==> src/rtl/prco_mem_ctrl_if.sv <==
// Bus bundle between the core pipeline / local memory and prco_mem_ctrl.
// The controller uses the master view; the pipeline and lmem side use the slave view.
interface prco_mem_ctrl_if;
  logic        i_fetch_req;
  logic [15:0] i_pc;
  logic        i_data_req;
  logic        i_data_we;
  logic [15:0] i_data_addr;
  logic [15:0] i_data_wdata;
  logic        q_ready;
  logic [15:0] q_instr;
  logic        q_instr_valid;
  logic [15:0] q_rdata;
  logic        q_rdata_valid;
  logic        q_wr_done;
  logic        q_overflow;
  logic        q_err_timeout;
  logic        q_ce_fetch;
  logic        q_ce_alu;
  logic        q_mem_we;
  logic [15:0] q_mem_addr;
  logic [15:0] q_mem_dina;
  logic        i_ce_dec;
  logic        i_ce_reg;
  logic [15:0] i_mem_douta;

  modport master (
    input  i_fetch_req, i_pc, i_data_req, i_data_we, i_data_addr, i_data_wdata,
    input  i_ce_dec, i_ce_reg, i_mem_douta,
    output q_ready, q_instr, q_instr_valid, q_rdata, q_rdata_valid, q_wr_done,
    output q_overflow, q_err_timeout, q_ce_fetch, q_ce_alu, q_mem_we, q_mem_addr, q_mem_dina
  );

  modport slave (
    output i_fetch_req, i_pc, i_data_req, i_data_we, i_data_addr, i_data_wdata,
    output i_ce_dec, i_ce_reg, i_mem_douta,
    input  q_ready, q_instr, q_instr_valid, q_rdata, q_rdata_valid, q_wr_done,
    input  q_overflow, q_err_timeout, q_ce_fetch, q_ce_alu, q_mem_we, q_mem_addr, q_mem_dina
  );
endinterface

==> src/rtl/prco_mem_ctrl.sv <==
// Local-memory initiator: one access in flight plus one buffered request, fetch and
// LW/SW arbitration (data first), response matching and a WAIT timeout.
module prco_mem_ctrl #(
  parameter int P_TIMEOUT = 7
) (
  input  logic            i_clk,
  input  logic            i_rst,
  prco_mem_ctrl_if.master bus
);
  localparam int CNT_W = $clog2(P_TIMEOUT + 1);

  typedef enum logic [1:0] {S_IDLE, S_ISSUE, S_WAIT} state_e;

  state_e             state_q, state_d;
  logic [CNT_W-1:0]   cnt_q, cnt_d;
  logic               pnd_full_q, pnd_full_d;
  logic               iss_fetch_q, iss_fetch_d, iss_we_q, iss_we_d;
  logic [15:0]        iss_addr_q, iss_addr_d, iss_wdata_q, iss_wdata_d;
  logic               pnd_fetch_q, pnd_fetch_d, pnd_we_q, pnd_we_d;
  logic [15:0]        pnd_addr_q, pnd_addr_d, pnd_wdata_q, pnd_wdata_d;
  logic               ready_q, ready_d, overflow_q, overflow_d, err_q, err_d;
  logic               ce_fetch_q, ce_fetch_d, ce_alu_q, ce_alu_d, mem_we_q, mem_we_d;
  logic [15:0]        mem_addr_q, mem_addr_d, mem_dina_q, mem_dina_d;
  logic [15:0]        instr_q, instr_d, rdata_q, rdata_d;
  logic               instr_vld_q, instr_vld_d, rdata_vld_q, rdata_vld_d, wr_done_q, wr_done_d;
  logic               any_req, match, done, take_new, buffer_new;

  always_comb begin
    state_d     = state_q;
    cnt_d       = cnt_q;
    pnd_full_d  = pnd_full_q;
    iss_fetch_d = iss_fetch_q;
    iss_we_d    = iss_we_q;
    iss_addr_d  = iss_addr_q;
    iss_wdata_d = iss_wdata_q;
    pnd_fetch_d = pnd_fetch_q;
    pnd_we_d    = pnd_we_q;
    pnd_addr_d  = pnd_addr_q;
    pnd_wdata_d = pnd_wdata_q;
    overflow_d  = overflow_q;
    err_d       = err_q;
    ce_fetch_d  = 1'b0;
    ce_alu_d    = 1'b0;
    mem_we_d    = 1'b0;
    mem_addr_d  = mem_addr_q;
    mem_dina_d  = mem_dina_q;
    instr_d     = instr_q;
    rdata_d     = rdata_q;
    instr_vld_d = 1'b0;
    rdata_vld_d = 1'b0;
    wr_done_d   = 1'b0;
    any_req     = bus.i_fetch_req | bus.i_data_req;
    match       = iss_fetch_q ? bus.i_ce_dec : bus.i_ce_reg;
    done        = 1'b0;
    take_new    = 1'b0;
    buffer_new  = 1'b0;

    case (state_q)
      S_IDLE: begin
        if (any_req) begin
          take_new = 1'b1;
          state_d  = S_ISSUE;
          // Data wins the issue slot; a simultaneous fetch goes to the pending slot.
          if (bus.i_data_req && bus.i_fetch_req) begin
            pnd_full_d  = 1'b1;
            pnd_fetch_d = 1'b1;
            pnd_we_d    = 1'b0;
            pnd_addr_d  = bus.i_pc;
          end
        end
      end
      S_ISSUE: begin
        // Strobes are registered here, so the lmem sees them in the following cycle.
        ce_fetch_d = iss_fetch_q;
        ce_alu_d   = ~iss_fetch_q;
        mem_we_d   = ~iss_fetch_q & iss_we_q;
        mem_addr_d = iss_addr_q;
        mem_dina_d = iss_wdata_q;
        cnt_d      = '0;
        state_d    = S_WAIT;
        buffer_new = 1'b1;
      end
      S_WAIT: begin
        done  = match || (cnt_q == CNT_W'(P_TIMEOUT - 1));
        cnt_d = cnt_q + CNT_W'(1);
        if (match) begin
          if (iss_fetch_q) begin
            instr_d     = bus.i_mem_douta;
            instr_vld_d = 1'b1;
          end else if (iss_we_q) begin
            wr_done_d   = 1'b1;
          end else begin
            rdata_d     = bus.i_mem_douta;
            rdata_vld_d = 1'b1;
          end
        end else if (done) begin
          err_d = 1'b1;
        end
        if (!done) begin
          buffer_new = 1'b1;
        end else if (pnd_full_q) begin
          // The slot frees on this edge but cannot be refilled until the next one.
          iss_fetch_d = pnd_fetch_q;
          iss_we_d    = pnd_we_q;
          iss_addr_d  = pnd_addr_q;
          iss_wdata_d = pnd_wdata_q;
          pnd_full_d  = 1'b0;
          state_d     = S_ISSUE;
          if (any_req) overflow_d = 1'b1;
        end else if (any_req) begin
          take_new = 1'b1;
          state_d  = S_ISSUE;
          if (bus.i_data_req && bus.i_fetch_req) overflow_d = 1'b1;
        end else begin
          state_d = S_IDLE;
        end
      end
      default: state_d = S_IDLE;
    endcase

    if (take_new) begin
      if (bus.i_data_req) begin
        iss_fetch_d = 1'b0;
        iss_we_d    = bus.i_data_we;
        iss_addr_d  = bus.i_data_addr;
        iss_wdata_d = bus.i_data_wdata;
      end else begin
        iss_fetch_d = 1'b1;
        iss_we_d    = 1'b0;
        iss_addr_d  = bus.i_pc;
      end
    end

    if (buffer_new && any_req) begin
      if (pnd_full_q) begin
        overflow_d = 1'b1;
      end else begin
        pnd_full_d = 1'b1;
        if (bus.i_data_req) begin
          pnd_fetch_d = 1'b0;
          pnd_we_d    = bus.i_data_we;
          pnd_addr_d  = bus.i_data_addr;
          pnd_wdata_d = bus.i_data_wdata;
          if (bus.i_fetch_req) overflow_d = 1'b1;
        end else begin
          pnd_fetch_d = 1'b1;
          pnd_we_d    = 1'b0;
          pnd_addr_d  = bus.i_pc;
        end
      end
    end

    ready_d = ~pnd_full_d;
  end

  always_ff @(posedge i_clk) begin
    if (i_rst) begin
      state_q     <= S_IDLE;
      cnt_q       <= '0;
      pnd_full_q  <= 1'b0;
      ready_q     <= 1'b1;
      overflow_q  <= 1'b0;
      err_q       <= 1'b0;
      ce_fetch_q  <= 1'b0;
      ce_alu_q    <= 1'b0;
      mem_we_q    <= 1'b0;
      mem_addr_q  <= '0;
      mem_dina_q  <= '0;
      instr_q     <= '0;
      rdata_q     <= '0;
      instr_vld_q <= 1'b0;
      rdata_vld_q <= 1'b0;
      wr_done_q   <= 1'b0;
    end else begin
      state_q     <= state_d;
      cnt_q       <= cnt_d;
      pnd_full_q  <= pnd_full_d;
      ready_q     <= ready_d;
      overflow_q  <= overflow_d;
      err_q       <= err_d;
      ce_fetch_q  <= ce_fetch_d;
      ce_alu_q    <= ce_alu_d;
      mem_we_q    <= mem_we_d;
      mem_addr_q  <= mem_addr_d;
      mem_dina_q  <= mem_dina_d;
      instr_q     <= instr_d;
      rdata_q     <= rdata_d;
      instr_vld_q <= instr_vld_d;
      rdata_vld_q <= rdata_vld_d;
      wr_done_q   <= wr_done_d;
    end
  end

  // Request payload is only consumed under valid control state, so it needs no reset.
  always_ff @(posedge i_clk) begin
    iss_fetch_q <= iss_fetch_d;
    iss_we_q    <= iss_we_d;
    iss_addr_q  <= iss_addr_d;
    iss_wdata_q <= iss_wdata_d;
    pnd_fetch_q <= pnd_fetch_d;
    pnd_we_q    <= pnd_we_d;
    pnd_addr_q  <= pnd_addr_d;
    pnd_wdata_q <= pnd_wdata_d;
  end

  assign bus.q_ready       = ready_q;
  assign bus.q_instr       = instr_q;
  assign bus.q_instr_valid = instr_vld_q;
  assign bus.q_rdata       = rdata_q;
  assign bus.q_rdata_valid = rdata_vld_q;
  assign bus.q_wr_done     = wr_done_q;
  assign bus.q_overflow    = overflow_q;
  assign bus.q_err_timeout = err_q;
  assign bus.q_ce_fetch    = ce_fetch_q;
  assign bus.q_ce_alu      = ce_alu_q;
  assign bus.q_mem_we      = mem_we_q;
  assign bus.q_mem_addr    = mem_addr_q;
  assign bus.q_mem_dina    = mem_dina_q;
endmodule
==> src/flat_wrapper.sv <==
// flat-port wrapper written by rule: the top's interface ports become plain ports
module prco_mem_ctrl_flat 
#(
  parameter int P_TIMEOUT = 7
)
  (i_clk, i_rst, bus_i_fetch_req, bus_i_pc, bus_i_data_req, bus_i_data_we, bus_i_data_addr, bus_i_data_wdata, bus_i_ce_dec, bus_i_ce_reg, bus_i_mem_douta, bus_q_ready, bus_q_instr, bus_q_instr_valid, bus_q_rdata, bus_q_rdata_valid, bus_q_wr_done, bus_q_overflow, bus_q_err_timeout, bus_q_ce_fetch, bus_q_ce_alu, bus_q_mem_we, bus_q_mem_addr, bus_q_mem_dina);
  prco_mem_ctrl_if bus_i ();
  input  logic i_clk;
  input  logic i_rst;
  input wire logic [$bits(bus_i.i_fetch_req)-1:0] bus_i_fetch_req;
  input wire logic [$bits(bus_i.i_pc)-1:0] bus_i_pc;
  input wire logic [$bits(bus_i.i_data_req)-1:0] bus_i_data_req;
  input wire logic [$bits(bus_i.i_data_we)-1:0] bus_i_data_we;
  input wire logic [$bits(bus_i.i_data_addr)-1:0] bus_i_data_addr;
  input wire logic [$bits(bus_i.i_data_wdata)-1:0] bus_i_data_wdata;
  input wire logic [$bits(bus_i.i_ce_dec)-1:0] bus_i_ce_dec;
  input wire logic [$bits(bus_i.i_ce_reg)-1:0] bus_i_ce_reg;
  input wire logic [$bits(bus_i.i_mem_douta)-1:0] bus_i_mem_douta;
  output wire logic [$bits(bus_i.q_ready)-1:0] bus_q_ready;
  output wire logic [$bits(bus_i.q_instr)-1:0] bus_q_instr;
  output wire logic [$bits(bus_i.q_instr_valid)-1:0] bus_q_instr_valid;
  output wire logic [$bits(bus_i.q_rdata)-1:0] bus_q_rdata;
  output wire logic [$bits(bus_i.q_rdata_valid)-1:0] bus_q_rdata_valid;
  output wire logic [$bits(bus_i.q_wr_done)-1:0] bus_q_wr_done;
  output wire logic [$bits(bus_i.q_overflow)-1:0] bus_q_overflow;
  output wire logic [$bits(bus_i.q_err_timeout)-1:0] bus_q_err_timeout;
  output wire logic [$bits(bus_i.q_ce_fetch)-1:0] bus_q_ce_fetch;
  output wire logic [$bits(bus_i.q_ce_alu)-1:0] bus_q_ce_alu;
  output wire logic [$bits(bus_i.q_mem_we)-1:0] bus_q_mem_we;
  output wire logic [$bits(bus_i.q_mem_addr)-1:0] bus_q_mem_addr;
  output wire logic [$bits(bus_i.q_mem_dina)-1:0] bus_q_mem_dina;
  assign bus_i.i_fetch_req = bus_i_fetch_req;
  assign bus_i.i_pc = bus_i_pc;
  assign bus_i.i_data_req = bus_i_data_req;
  assign bus_i.i_data_we = bus_i_data_we;
  assign bus_i.i_data_addr = bus_i_data_addr;
  assign bus_i.i_data_wdata = bus_i_data_wdata;
  assign bus_i.i_ce_dec = bus_i_ce_dec;
  assign bus_i.i_ce_reg = bus_i_ce_reg;
  assign bus_i.i_mem_douta = bus_i_mem_douta;
  assign bus_q_ready = bus_i.q_ready;
  assign bus_q_instr = bus_i.q_instr;
  assign bus_q_instr_valid = bus_i.q_instr_valid;
  assign bus_q_rdata = bus_i.q_rdata;
  assign bus_q_rdata_valid = bus_i.q_rdata_valid;
  assign bus_q_wr_done = bus_i.q_wr_done;
  assign bus_q_overflow = bus_i.q_overflow;
  assign bus_q_err_timeout = bus_i.q_err_timeout;
  assign bus_q_ce_fetch = bus_i.q_ce_fetch;
  assign bus_q_ce_alu = bus_i.q_ce_alu;
  assign bus_q_mem_we = bus_i.q_mem_we;
  assign bus_q_mem_addr = bus_i.q_mem_addr;
  assign bus_q_mem_dina = bus_i.q_mem_dina;
  prco_mem_ctrl #(.P_TIMEOUT(P_TIMEOUT)) u_core (.i_clk(i_clk), .i_rst(i_rst), .bus(bus_i));
endmodule
==> config.mk <==
export PLATFORM = sky130hd
export DESIGN_NAME = prco_mem_ctrl_flat
export DESIGN_NICKNAME = d
export VERILOG_FILES = /design/src/rtl/prco_mem_ctrl_if.sv /design/src/rtl/prco_mem_ctrl.sv /design/src/flat_wrapper.sv
export SDC_FILE = /design/constraint.sdc
export NUM_CORES = 1
export LEC_CHECK = 0
export ABC_AREA = 1
export CAP_MARGIN = 25
export CORE_MARGIN = 2
export CORE_UTILIZATION = 45
export DETAILED_ROUTE_END_ITERATION = 10
export DONT_BUFFER_PORTS = 1
export GPL_TIMING_DRIVEN = 1
export SLEW_MARGIN = 30
export SYNTH_ARGS = -nofsm -noshare
export SYNTH_HDL_FRONTEND = slang
export SYNTH_SLANG_ARGS = --single-unit
==> constraint.sdc <==
create_clock -name i_clk -period 3.57 [get_ports i_clk]
set_input_delay 0.357 -clock i_clk [delete_from_list [all_inputs] [get_ports i_clk]]
set_output_delay 0.357 -clock i_clk [all_outputs]
set_load 0.01 [all_outputs]
Yosys cells after proc, flatten, opt, wreduce, memory -nomap -nowiden
Index checks and enable logic that the tools add are counted.
- multiplexer cells: 67
- div/mod/pow operators: 0
- shift operators: 0
- bitwise operators: 9
- eq/ne operators: 5
- $lt $le $gt $ge: 0
- reductions and logical operators: 17
- add/sub/neg operators: 1
- multipliers: 0
- operators by type and width (operator ; count):
    $mux 16 ; 15
    $mux 1 ; 44
    $reduce_and 3->1 ; 4
    $reduce_bool 2->1 ; 4
    $not 1->1 ; 7
    $mux 2 ; 3
    $pmux 1 s2 ; 3
    $pmux 2 s3 ; 1
    $pmux 3 s2 ; 1
    $ne 2x1->1 const B ; 2
    $reduce_and 4->1 ; 1
    $reduce_or 4->1 ; 1
    $add 3x1->3 const B ; 1
    $eq 3x3->1 const B ; 1
    $reduce_or 3->1 ; 1
    $eq 2x1->1 const B ; 1
    $eq 2x2->1 const B ; 1
    $logic_and 1x1->1 ; 2
    $logic_not 2->1 ; 1
    $reduce_and 2->1 ; 1
    $reduce_or 2->1 ; 1
    $and 1x1->1 ; 1
    $logic_or 1x1->1 ; 1
    $or 1x1->1 ; 1
- memory bits (writable): 0
- memory bits (read-only): 0
- bits in latches: 0
- memories: 0
- output and inout port bits: 73
- logic and storage cells: 123
- register bits: 147
- input bits: 71

Longest topological paths before layout
Gate-level depths: netlist (run 1).
- depth after elaboration: 10
- mapped depth: 12
- gate-level depth less buffers: 11

Least setup slack after synthesis (run 1)
No wires, ideal clock.
- kind: register -> register
- start point: register u_core.state_q[0]
- end point: register u_core.iss_addr_q[0] (enable)
- library setup time: 418 ps
- data required time: 3152 ps
- path slack: 890 ps
- period minus slack after synthesis: 2680 ps
- path buffers: 1
- stages on the path, launching flop included: 6
- arrival: 2262 ps
- cells stage by stage: dfxtp_1 > inv_1 > ha_1 > buf_2 > o21ai_0 > o21ai_0
- word-level cells in the longest chain between the ends: 4
- elaborated cells on any way between the ends: 7
- those cells by class: eq/ne (1); mux (1); reduce/logical (5)
- RTL lines (item ; line ; source):
    start, declared ; prco_mem_ctrl.sv:14 ; state_e state_q, state_d;
    start signal, assigned ; prco_mem_ctrl.sv:175 ; state_q <= state_d;
    $eq 2x2->1 or $logic_not 2->1 (tied branches) ; prco_mem_ctrl.sv:58 ; case (state_q)
    $pmux 1 s2 ; prco_mem_ctrl.sv:58 ;
    $reduce_bool 2->1 (no line) ; n/a ;
    $reduce_and 3->1 (no line) * ; n/a ;
    end signal, assigned ; prco_mem_ctrl.sv:198 ; iss_addr_q <= iss_addr_d;
    end, declared ; prco_mem_ctrl.sv:18 ; logic [15:0] iss_addr_q, iss_addr_d, iss_wdata_q, iss_wdata_d;
Mark *: on every way between the ends. The rest lies on a longest branch, timed or not.
A chain may end at the register's enable or synchronous reset.

Final worst setup path (run 1)
- start point: register u_core.state_q[0]
- end point: register u_core.pnd_wdata_q[7] (enable)
- word-level cells in the longest chain between the ends: 4
- elaborated cells on any way between the ends: 5
- those cells by class: eq/ne (2); mux (1); reduce/logical (2)
- RTL lines (item ; line ; source):
    $eq 2x2->1 or $eq 2x1->1 (tied branches) ; prco_mem_ctrl.sv:58 ;
    $pmux 1 s2 * ; prco_mem_ctrl.sv:58 ;
    $logic_and 1x1->1 * ; prco_mem_ctrl.sv:134 ; if (buffer_new && any_req) begin
    $reduce_and 3->1 (no line) * ; n/a ;
    end signal, assigned ; prco_mem_ctrl.sv:203 ; pnd_wdata_q <= pnd_wdata_d;
    end, declared ; prco_mem_ctrl.sv:20 ; logic [15:0] pnd_addr_q, pnd_addr_d, pnd_wdata_q, pnd_wdata_d;
Marks and branches as above.

==> results of run 1 <==
-- state kept, by name, indices dropped and copies added (netlist names), 2 cells and up --
name                   count
u_core.bus.q_instr        16
u_core.bus.q_mem_dina     16
u_core.bus.q_mem_addr     16
u_core.iss_wdata_q        16
u_core.bus.q_rdata        16
u_core.state_q             2
u_core.pnd_addr_q         16
u_core.iss_addr_q         16
u_core.pnd_wdata_q        16
u_core.cnt_q               3
-- cell type report --
class	count	area, um^2
fillers	1341	6890
inverters	68	256.5
repair buffers	7	55.05
clock inverters	11	101.3
flip-flops and latches	147	3283
multi-input cells	598	2609
clock buffers	21	460.4
well taps	180	225.2
-- stage by stage --
stage	instance area (um^2)	power, mW
floorplan	6375	4.312
global placement	6412	4.675
detailed placement	6412	4.746
CTS	6984	6.452
global route	6990	6.881
finish	6990	6.407
-- worst paths after layout --
kind,to,slack (ns),cells past startpoint
worst min register to register,u_core.bus.q_mem_addr[10],0.48,2
worst min-delay path,u_core.pnd_wdata_q[4],0.03,0
worst max register to register,u_core.pnd_wdata_q[7],0.99,10
worst max-delay path,u_core.pnd_wdata_q[7],0.99,10
-- routing by layer --
layer | vias to the layer above | part of all wire | global-route usage
li1 | 2670 | - | -
met1 | 2340 | 0.42 | 0.2394
met2 | 188 | 0.46 | 0.3301
met3 | 20 | 0.097 | 0.07149
met4 | 0 | 0.017 | 0.08665
met5 | - | 0 | 0
-- layout by cell type (no fill, tap or decap), types with 2 or more instances in the layout --
master / n
clkbuf_16: 17
dfxtp_1: 113
clkinvlp_4: 4
a21oi_1: 38
nand2_4: 4
nor3_1: 3
clkbuf_1: 2
o21ai_0: 101
ha_1: 6
inv_6: 2
nand2_1: 330
clkbuf_8: 2
nor2_4: 2
edfxtp_1: 34
buf_4: 6
nand3_1: 21
inv_2: 4
clkinv_1: 2
nand3_2: 2
inv_1: 62
clkinv_2: 2
nor2_1: 78
nand2_2: 4
-- power breakdown --
| part | switching [mW] | internal [mW] | total, mW |
|---|---|---|---|
| sequential | 0.454 | 2.33 | 2.78 |
| combinational | 1.31 | 0.619 | 1.93 |
| clock | 0.695 | 0.996 | 1.69 |
-- timing repair --
item / 4_1_cts / 5_1_grt
resized for setup: 0 / 0
endpoints found under the hold margin: 6 / 0
hold buffers: 1 / 0
-- cells by family (layout without fill, tap and decap cells) --
group / after synthesis / count (layout) / synth area share
and+or+nand+nor: 446 / 446 / 0.2789
DFF: 147 / 147 / 0.5150
AOI/OAI and AO/OA: 145 / 145 / 0.1158
buffers and inverters: 115 / 107 / 0.07713
adders and majority gates: 6 / 6 / 0.01178
xor gates and xnor gates: 1 / 1 / 0.001374
==> impl_metrics.py, run 1 <==
metrics = {
    "run_status": {
        "status": "complete, no violations",
    },
    "synth": {
        "netlist_instances": 860,
        "ys_top_cells_by_count": "nand2_1 (330), dfxtp_1 (113), o21ai_0 (102), nor2_1 (78), inv_1 (63)",
        "synth_seq_cells": 147,
        "yosys.area.top_type_share": 0.3549,
        "avgSynthCellArea_um2": 7.413,
        "synthFlopType": "dfxtp_1",
        "yosysTopAreaCell": "dfxtp_1",
        "ys.warnings.count": 0,
        "synth_area_mm2": 0.006375,
        "synth_nets": 937,
        "synth_area_leaders": "dfxtp_1 (35%), nand2_1 (19%), edfxtp_1 (16%)",
        "ys_seq_area_frac": 0.5150,
        "synth.most_common_cell": "nand2_1",
        "async_reset_ff_frac": 0,
        "ys_types": 29,
        "synth_edf_count": 34,
    },
    "final_layout": {
        "final_util": 0.5036,
        "n_antenna_cell": 0,
        "fin_nets": 916,
        "drive_gt1_frac": 0.06455,
        "fin_cells": 1032,
        "syn2layout_area_growth_pct": 9.656,
    },
    "clocking": {
        "clk_pin_slew_ns": 0.06,
        "ctsRootBufferMaster": "clkbuf_16",
        "cts_max_path_buffers": 2,
        "htree_levels": 4,
        "cts_tree": "done",
        "cts.sinks": 147,
        "post-cts-setup-buffer-count": 0,
        "cts_made_buffers": 17,
        "clock_latency_ns": 0.43,
    },
    "critical_path": {
        "cpLargestDelayFamily": "buffers and inverters",
        "cp_common_cell": "buf_4",
        "critical_path.cell_chain": "inv_1 > ha_1 > buf_4 > inv_2 > a21oi_1 > nand2_2 > nand2_1 > nand3_2 > buf_4 > nor2_4",
        "cpPeakStageDelay_ns": 0.46,
        "worstSetupPathType": "reg2reg",
        "path_max_fanout": 23,
        "cp_num_buf_inv": 4,
        "critPathCaptureType": "register",
        "required_ns": 3.63,
        "worstPathArrival_ns": 2.64,
        "start_kind": "register",
        "cpMaxStageDelayCell": "nor2_4",
        "r2r_start": "u_core.state_q[0]",
        "crit_start": "u_core.state_q[0]",
    },
    "floorplanning": {
        "start_util": 0.4593,
        "pin_count": 144,
        "die_width_um": 123.0,
        "core_mm2": 0.01388,
        "fp.dieH_um": 123.0,
        "rows": 43,
        "dieArea_mm2": 0.01513,
    },
    "global_route": {
        "overflow": 0,
        "grt_pass1_vias": 4770,
        "grtUsageTotal": 0.2016,
        "grt_max_degree": 70,
        "grt_pass1_wl_um": 23340,
        "grt_antenna_before_repair": 0,
    },
    "placed_design": {
        "gp_congestion": 0.8042,
        "numPortBuffers": 0,
        "dp_cells": 999,
        "dp_hpwl_um": 9696,
        "pre_cts_ws_ns": 1.004,
    },
    "worst_hold_path": {
        "worstHoldPathType": "in2reg",
        "hold_start": "bus_i_data_wdata[4]",
    },
    "timing": {
        "clock_skew_ns": 0.008226,
        "fin_tns_setup_ns": 0,
        "hold_slack_ns": 0.02569,
        "final_max_slew_viol_count": 0,
        "final-setup-viol-count": 0,
        "slew_headroom": 0.4727,
        "worst_slew_pin_slew_ns": 0.7900,
        "hold_viol_final": 0,
        "fmax_ghz": 0.3874,
        "finalCritPeriodShare": 0.7230,
        "setup_slack_ns": 0.9887,
        "min_period_ns": 2.581,
        "grt_setup_unrepaired": "false",
    },
    "detailed_routing": {
        "vias_per_cell": 5.056,
        "drcViolationCount": 0,
        "firstDrtPassIters": 6,
        "wire_per_inst_um": 14.56,
        "drt-initial-drc-count": 415,
        "wl_um": 15020,
        "num_vias": 5218,
        "drtAntennaViolNets": 0,
    },
    "power_and_ir_drop": {
        "powerDensity_mw_per_mm2": 916.6,
        "ir_drop_uv": 587.3,
        "leakagePower_nw": 3.193,
    },
    "flow_run": {
        "maxCapViolations": 0,
    },
}
Power figures use the tool's default switching activity.
==> run 2, diff against run 1 <==
- ABC_AREA: 1 -> 0
- clock period: 3.57 -> 2.4 ns (I/O delays scaled with it)
==> impl_metrics.py, run 2 <==
metrics = {
    "timing": {
        "clock_skew_ns": 0.005701,
        "hold_viol_final": 0,
        "fin_tns_setup_ns": 0,
        "finalCritPeriodShare": 0.8773,
        "worst_slew_pin_slew_ns": 0.5218,
        "slew_headroom": 0.6513,
        "final_max_slew_viol_count": 0,
        "grt_setup_unrepaired": "false",
        "fmax_ghz": 0.4749,
        "final-setup-viol-count": 0,
        "min_period_ns": 2.106,
    },
    "synth": {
        "ys_top_cells_by_count": "dfxtp_1 (113), nand2_1 (71), mux2i_1 (66), inv_1 (43), nor2_1 (43)",
        "netlist_instances": 559,
        "synth_seq_cells": 147,
        "yosysTopAreaCell": "dfxtp_1",
        "synth_nets": 636,
        "synth_area_mm2": 0.006071,
        "ys.warnings.count": 0,
        "synth_edf_count": 34,
        "yosys.area.top_type_share": 0.3726,
        "async_reset_ff_frac": 0,
        "avgSynthCellArea_um2": 10.86,
        "synthFlopType": "dfxtp_1",
        "ys_seq_area_frac": 0.5408,
        "ys_types": 48,
        "synth_area_leaders": "dfxtp_1 (37%), edfxtp_1 (17%), mux2i_1 (11%)",
        "synth.most_common_cell": "dfxtp_1",
    },
    "clocking": {
        "clk_pin_slew_ns": 0.06,
        "cts.sinks": 147,
        "ctsRootBufferMaster": "clkbuf_16",
        "htree_levels": 4,
        "cts_tree": "done",
        "clock_latency_ns": 0.42,
        "cts_max_path_buffers": 2,
        "cts_made_buffers": 17,
    },
    "final_layout": {
        "final_util": 0.5582,
        "syn2layout_area_growth_pct": 21.29,
        "drive_gt1_frac": 0.1543,
        "fillers": 1123,
        "fin_nets": 686,
        "fin_cells": 798,
        "n_antenna_cell": 0,
        "final_cell_mix": "dfxtp_1 (113), nand2_1 (71), mux2i_1 (66)",
        "final_common_cell": "dfxtp_1",
    },
    "global_route": {
        "grt_antenna_before_repair": 0,
        "grt_max_degree": 78,
        "grt_pass1_vias": 4205,
        "grt_pass1_wl_um": 21470,
        "overflow": 0,
        "grtUsageTotal": 0.1917,
    },
    "critical_path": {
        "required_ns": 2.50,
        "start_kind": "register",
        "critical_path.cell_chain": "inv_1 > ha_1 > nand2_1 > a21oi_2 > o21a_1 > or2_2",
        "critPathCaptureType": "register",
        "cpLargestDelayFamily": "simple AND/OR/NAND/NOR gates",
        "worstPathArrival_ns": 2.21,
        "worstSetupPathType": "reg2reg",
        "cp_num_buf_inv": 1,
        "cpPeakStageDelay_ns": 0.48,
        "cpMaxStageDelayCell": "or2_2",
        "path_max_fanout": 18,
    },
    "floorplanning": {
        "pin_count": 144,
        "fp.dieH_um": 120.2,
        "die_width_um": 120.2,
        "dieArea_mm2": 0.01444,
        "rows": 42,
        "core_mm2": 0.01319,
        "start_util": 0.4603,
    },
    "power_and_ir_drop": {
        "powerDensity_mw_per_mm2": 1125,
        "leakagePower_nw": 2.904,
        "ir_drop_uv": 541.3,
    },
    "flow_run": {
        "maxCapViolations": 0,
    },
    "detailed_routing": {
        "wire_per_inst_um": 16.54,
        "drt-initial-drc-count": 188,
        "vias_per_cell": 5.158,
        "wl_um": 13200,
        "firstDrtPassIters": 5,
        "drtAntennaViolNets": 0,
        "drcViolationCount": 0,
        "num_vias": 4116,
    },
    "placed_design": {
        "numPortBuffers": 0,
        "gp_congestion": 0.7519,
        "dp_hpwl_um": 8238,
        "dp_cells": 715,
    },
    "worst_hold_path": {
        "worstHoldPathType": "in2reg",
    },
    "run_status": {
        "status": "complete, no violations",
    },
}
## run 2: cell count changes after synthesis, moves of 6 or more
cell,delta
inv_1,-20
nor3_1,+13
o21ai_0,-99
mux2_2,+14
nor2_1,-35
a221oi_1,+10
a221oi_2,+6
nand2_1,-259
clkbuf_1,-13
nand3_1,-20
mux2i_1,+66
mux2_4,+18
## run 2: area by class of cell
cell class,count,area [um^2],area share
multi-input combinational,335,2470,0.3354
clock buffer,22,485.5,0.06593
clock inverter,10,97.59,0.01325
tap,176,220.2,0.02991
timing repair buffer,65,645.6,0.08768
inverter,43,161.4,0.02192
sequential,147,3283,0.4459
## run 2: cells by family after synthesis
group,synth area share
mux,0.1830
buf+inv,0.05544
fa+ha+maj,0.01237
compound gates,0.09646
simple gates,0.1119
flops,0.5408
## run 2: final timing paths
kind                       from                     to  slack [ns]  cells past startpoint
max             u_core.cnt_q[0]  u_core.iss_addr_q[15]        0.29                      6
min                bus_i_ce_reg   u_core.bus.q_wr_done        0.02                      2
max reg2reg     u_core.cnt_q[0]  u_core.iss_addr_q[15]        0.29                      6
min reg2reg  u_core.pnd_fetch_q     u_core.pnd_fetch_q        0.45                      2
## run 2: routing by layer
metal	share of wire	up-vias	track usage
li1	-	2038	-
met1	0.43	1932	0.2240
met2	0.47	128	0.3153
met3	0.083	18	0.07510
met4	0.014	0	0.07574
met5	0	-	0
## run 2: timing repair
action | in CTS | in global routing
resized for setup | 0 | 1
hold endpoints to repair | 126 | 0
setup endpoints to repair | 0 | 16
hold buffers | 51 | 0
setup buffers | 0 | 0
## run 2: through the flow
| step | setup slack [ns] | cell area, um^2 | total power [mW] | hold WS [ns] |
|---|---|---|---|---|
| finish | 0.2944 | 7363 | 8.282 | 0.02097 |
| detailed placement | 0.06256 | 6243 | 5.660 | 0.3202 |
| global route | 0.1250 | 7363 | 8.736 | 0.04347 |
| CTS | 0.03370 | 7355 | 8.351 | 0.004897 |
| floorplan | 0.1821 | 6078 | 5.257 | 0.3389 |
| global placement | 0.1769 | 6243 | 5.582 | 0.3176 |
## run 2: worst register-to-register path, stage by stage, from the launching register on
cell     delay [ns]
dfxtp_1        0.35
inv_1          0.07
ha_1           0.21
nand2_1        0.34
a21oi_2        0.14
o21a_1         0.20
or2_2          0.48
## run 2: report_power, final
part,internal [mW],switching (mW),total [mW]
Clock,1.55,1.02,2.57
Sequential,3.24,0.385,3.63
Combinational,1.05,1.04,2.09
==> run 3, diff against run 2 <==
- CORE_ASPECT_RATIO: not set -> 0.9
==> impl_metrics.py, run 3 (synthesized netlist as in run 2, its figures left out) <==
metrics = {
    "critical_path": {
        "cp_num_buf_inv": 2,
        "start_kind": "register",
        "critPathCaptureType": "register",
        "required_ns": 2.49,
        "worstPathArrival_ns": 2.25,
        "worstSetupPathType": "reg2reg",
        "cpPeakStageDelay_ns": 0.42,
        "reg2regPathDepth": 6,
        "path_max_fanout": 17,
        "critical_path.cell_chain": "inv_1 > ha_1 > nor2b_1 > nand2_1 > nor2_4 > buf_4",
        "crit_cells": 6,
        "crit_start": "u_core.state_q[0]",
        "crit_end": "u_core.pnd_wdata_q[13]",
        "timing.rr.end": "u_core.pnd_wdata_q[13]",
        "r2r_start": "u_core.state_q[0]",
        "cpLargestDelayFamily": "simple AND/OR/NAND/NOR gates",
        "worst-r2r-setup-slack_ns": 0.24,
        "cpMaxStageDelayCell": "ha_1",
    },
    "final_layout": {
        "final_common_cell": "dfxtp_1",
        "drive_gt1_frac": 0.1573,
        "stdcell_area_mm2": 0.007388,
        "n_antenna_cell": 0,
        "fin_nets": 687,
        "syn2layout_area_growth_pct": 21.70,
        "fin_cells": 791,
        "final_cell_mix": "dfxtp_1 (113), nand2_1 (71), mux2i_1 (66)",
    },
    "detailed_routing": {
        "num_vias": 4127,
        "firstDrtPassIters": 4,
        "drt-initial-drc-count": 222,
        "wire_per_inst_um": 16.88,
        "drtAntennaViolNets": 0,
        "drcViolationCount": 0,
        "wl_um": 13350,
        "vias_per_cell": 5.217,
    },
    "placed_design": {
        "pre_cts_ws_ns": 0.07254,
        "place_area_mm2": 0.006248,
        "gp_congestion": 0.7661,
        "dp_hpwl_um": 8361,
        "dp_cells": 709,
        "numPortBuffers": 0,
    },
    "timing": {
        "fmax_ghz": 0.4633,
        "slew_headroom": 0.5615,
        "setup_slack_ns": 0.2416,
        "min_period_ns": 2.158,
        "final-setup-viol-count": 0,
        "finalCritPeriodShare": 0.8993,
        "grt_setup_unrepaired": "false",
        "final_max_slew_viol_count": 0,
        "clock_skew_ns": 0.009951,
        "hold_viol_final": 0,
        "fin_tns_setup_ns": 0,
        "worst_slew_pin_slew_ns": 0.6559,
    },
    "floorplanning": {
        "die_width_um": 126.4,
        "rows": 40,
        "dieArea_mm2": 0.01444,
        "fp.dieH_um": 114.2,
        "pin_count": 144,
        "core_mm2": 0.01326,
        "start_util": 0.4577,
    },
    "clocking": {
        "htree_levels": 4,
        "post-cts-setup-buffer-count": 0,
        "cts_made_buffers": 17,
        "cts_max_path_buffers": 2,
        "cts.sinks": 147,
        "cts_tree": "done",
        "clock_latency_ns": 0.42,
        "clk_pin_slew_ns": 0.06,
        "ctsRootBufferMaster": "clkbuf_16",
    },
    "power_and_ir_drop": {
        "ir_drop_uv": 542.4,
        "leakagePower_nw": 2.932,
        "powerDensity_mw_per_mm2": 1139,
        "fin_total_pwr_mw": 8.417,
    },
    "global_route": {
        "grt_pass1_wl_um": 21360,
        "grt_pass1_vias": 4190,
        "overflow": 0,
        "grt_max_degree": 78,
        "grtUsageTotal": 0.1894,
        "grt_antenna_before_repair": 0,
    },
    "flow_run": {
        "maxCapViolations": 0,
    },
    "run_status": {
        "status": "complete, no violations",
    },
    "worst_hold_path": {
        "worstHoldPathType": "in2reg",
    },
}
-- run 3: cell types whose count changed in the layout (fill, tap and decap cells not counted), sizes merged --
cell         change
clkinvlp         -1
buf              +2
clkbuf           +4
dlygate4sd3      -1
clkinv           -3
-- run 3: worst min-delay path by stage --
stage / start / endpoint / slack (ns) / depth (start not counted)
after CTS: bus_i_data_req / u_core.pnd_we_q / 0.01 / 2
after detailed placement: i_rst / u_core.bus.q_rdata[1] / 0.32 / 1
final: bus_i_data_we / u_core.pnd_we_q / 0.03 / 2
after global routing: i_rst / u_core.bus.q_ce_fetch / 0.01 / 1
after floorplan: bus_i_data_wdata[0] / u_core.pnd_wdata_q[0] / 0.34 / 0
after global placement: i_rst / u_core.bus.q_instr[2] / 0.32 / 1
-- run 3: metal layers --
metal	up-vias	global-route usage	part of all wire
met5	-	0	0
met2	124	0.3123	0.48
met1	1956	0.2228	0.43
li1	2036	-	-
met3	11	0.08037	0.083
met4	0	0.06593	0.0091
-- run 3: stage by stage --
step / hold slack [ns] / utilization
finish: 0.02731 / 0.5571
global route: 0.01035 / 0.5571
CTS: 0.01082 / 0.5564
detailed placement: 0.3205 / 0.4711
global placement: 0.3177 / 0.4711
floorplan: 0.3389 / -
-- run 3: timing repair --
action | CTS | global route
hold endpoints to repair | 126 | 0
resized for setup | 0 | 1
setup endpoints to repair | 0 | 10
hold buffers | 50 | 0
-- run 3: worst register-to-register path: cells and delay by family (launching register included) --
kind | cells | cell delay [ns]
buffers and inverters | 2 | 0.35
AND/OR/NAND/NOR | 3 | 0.70
flip-flops | 1 | 0.38
adder cells (fa/ha/maj) | 1 | 0.42
-- run 3: power breakdown --
part           switching, mW  total (mW)  internal [mW]  leakage (nW)
registers              0.382        3.63           3.24          1.25
logic                   1.06        2.12           1.06          1.38
clock network          0.979        2.67           1.70         0.303
total                   2.42        8.42           6.00          2.93
-- run 3: layout make-up --
| cell class | count | area (um^2) |
|---|---|---|
| fillers | 1131 | 5874 |
| flip-flops and latches | 147 | 3283 |
| multi-input cells | 335 | 2470 |
| repair buffers | 66 | 650.6 |
| clock buffers | 26 | 553.0 |
| well taps | 168 | 210.2 |
| inverters | 43 | 161.4 |
| clock inverters | 6 | 60.06 |
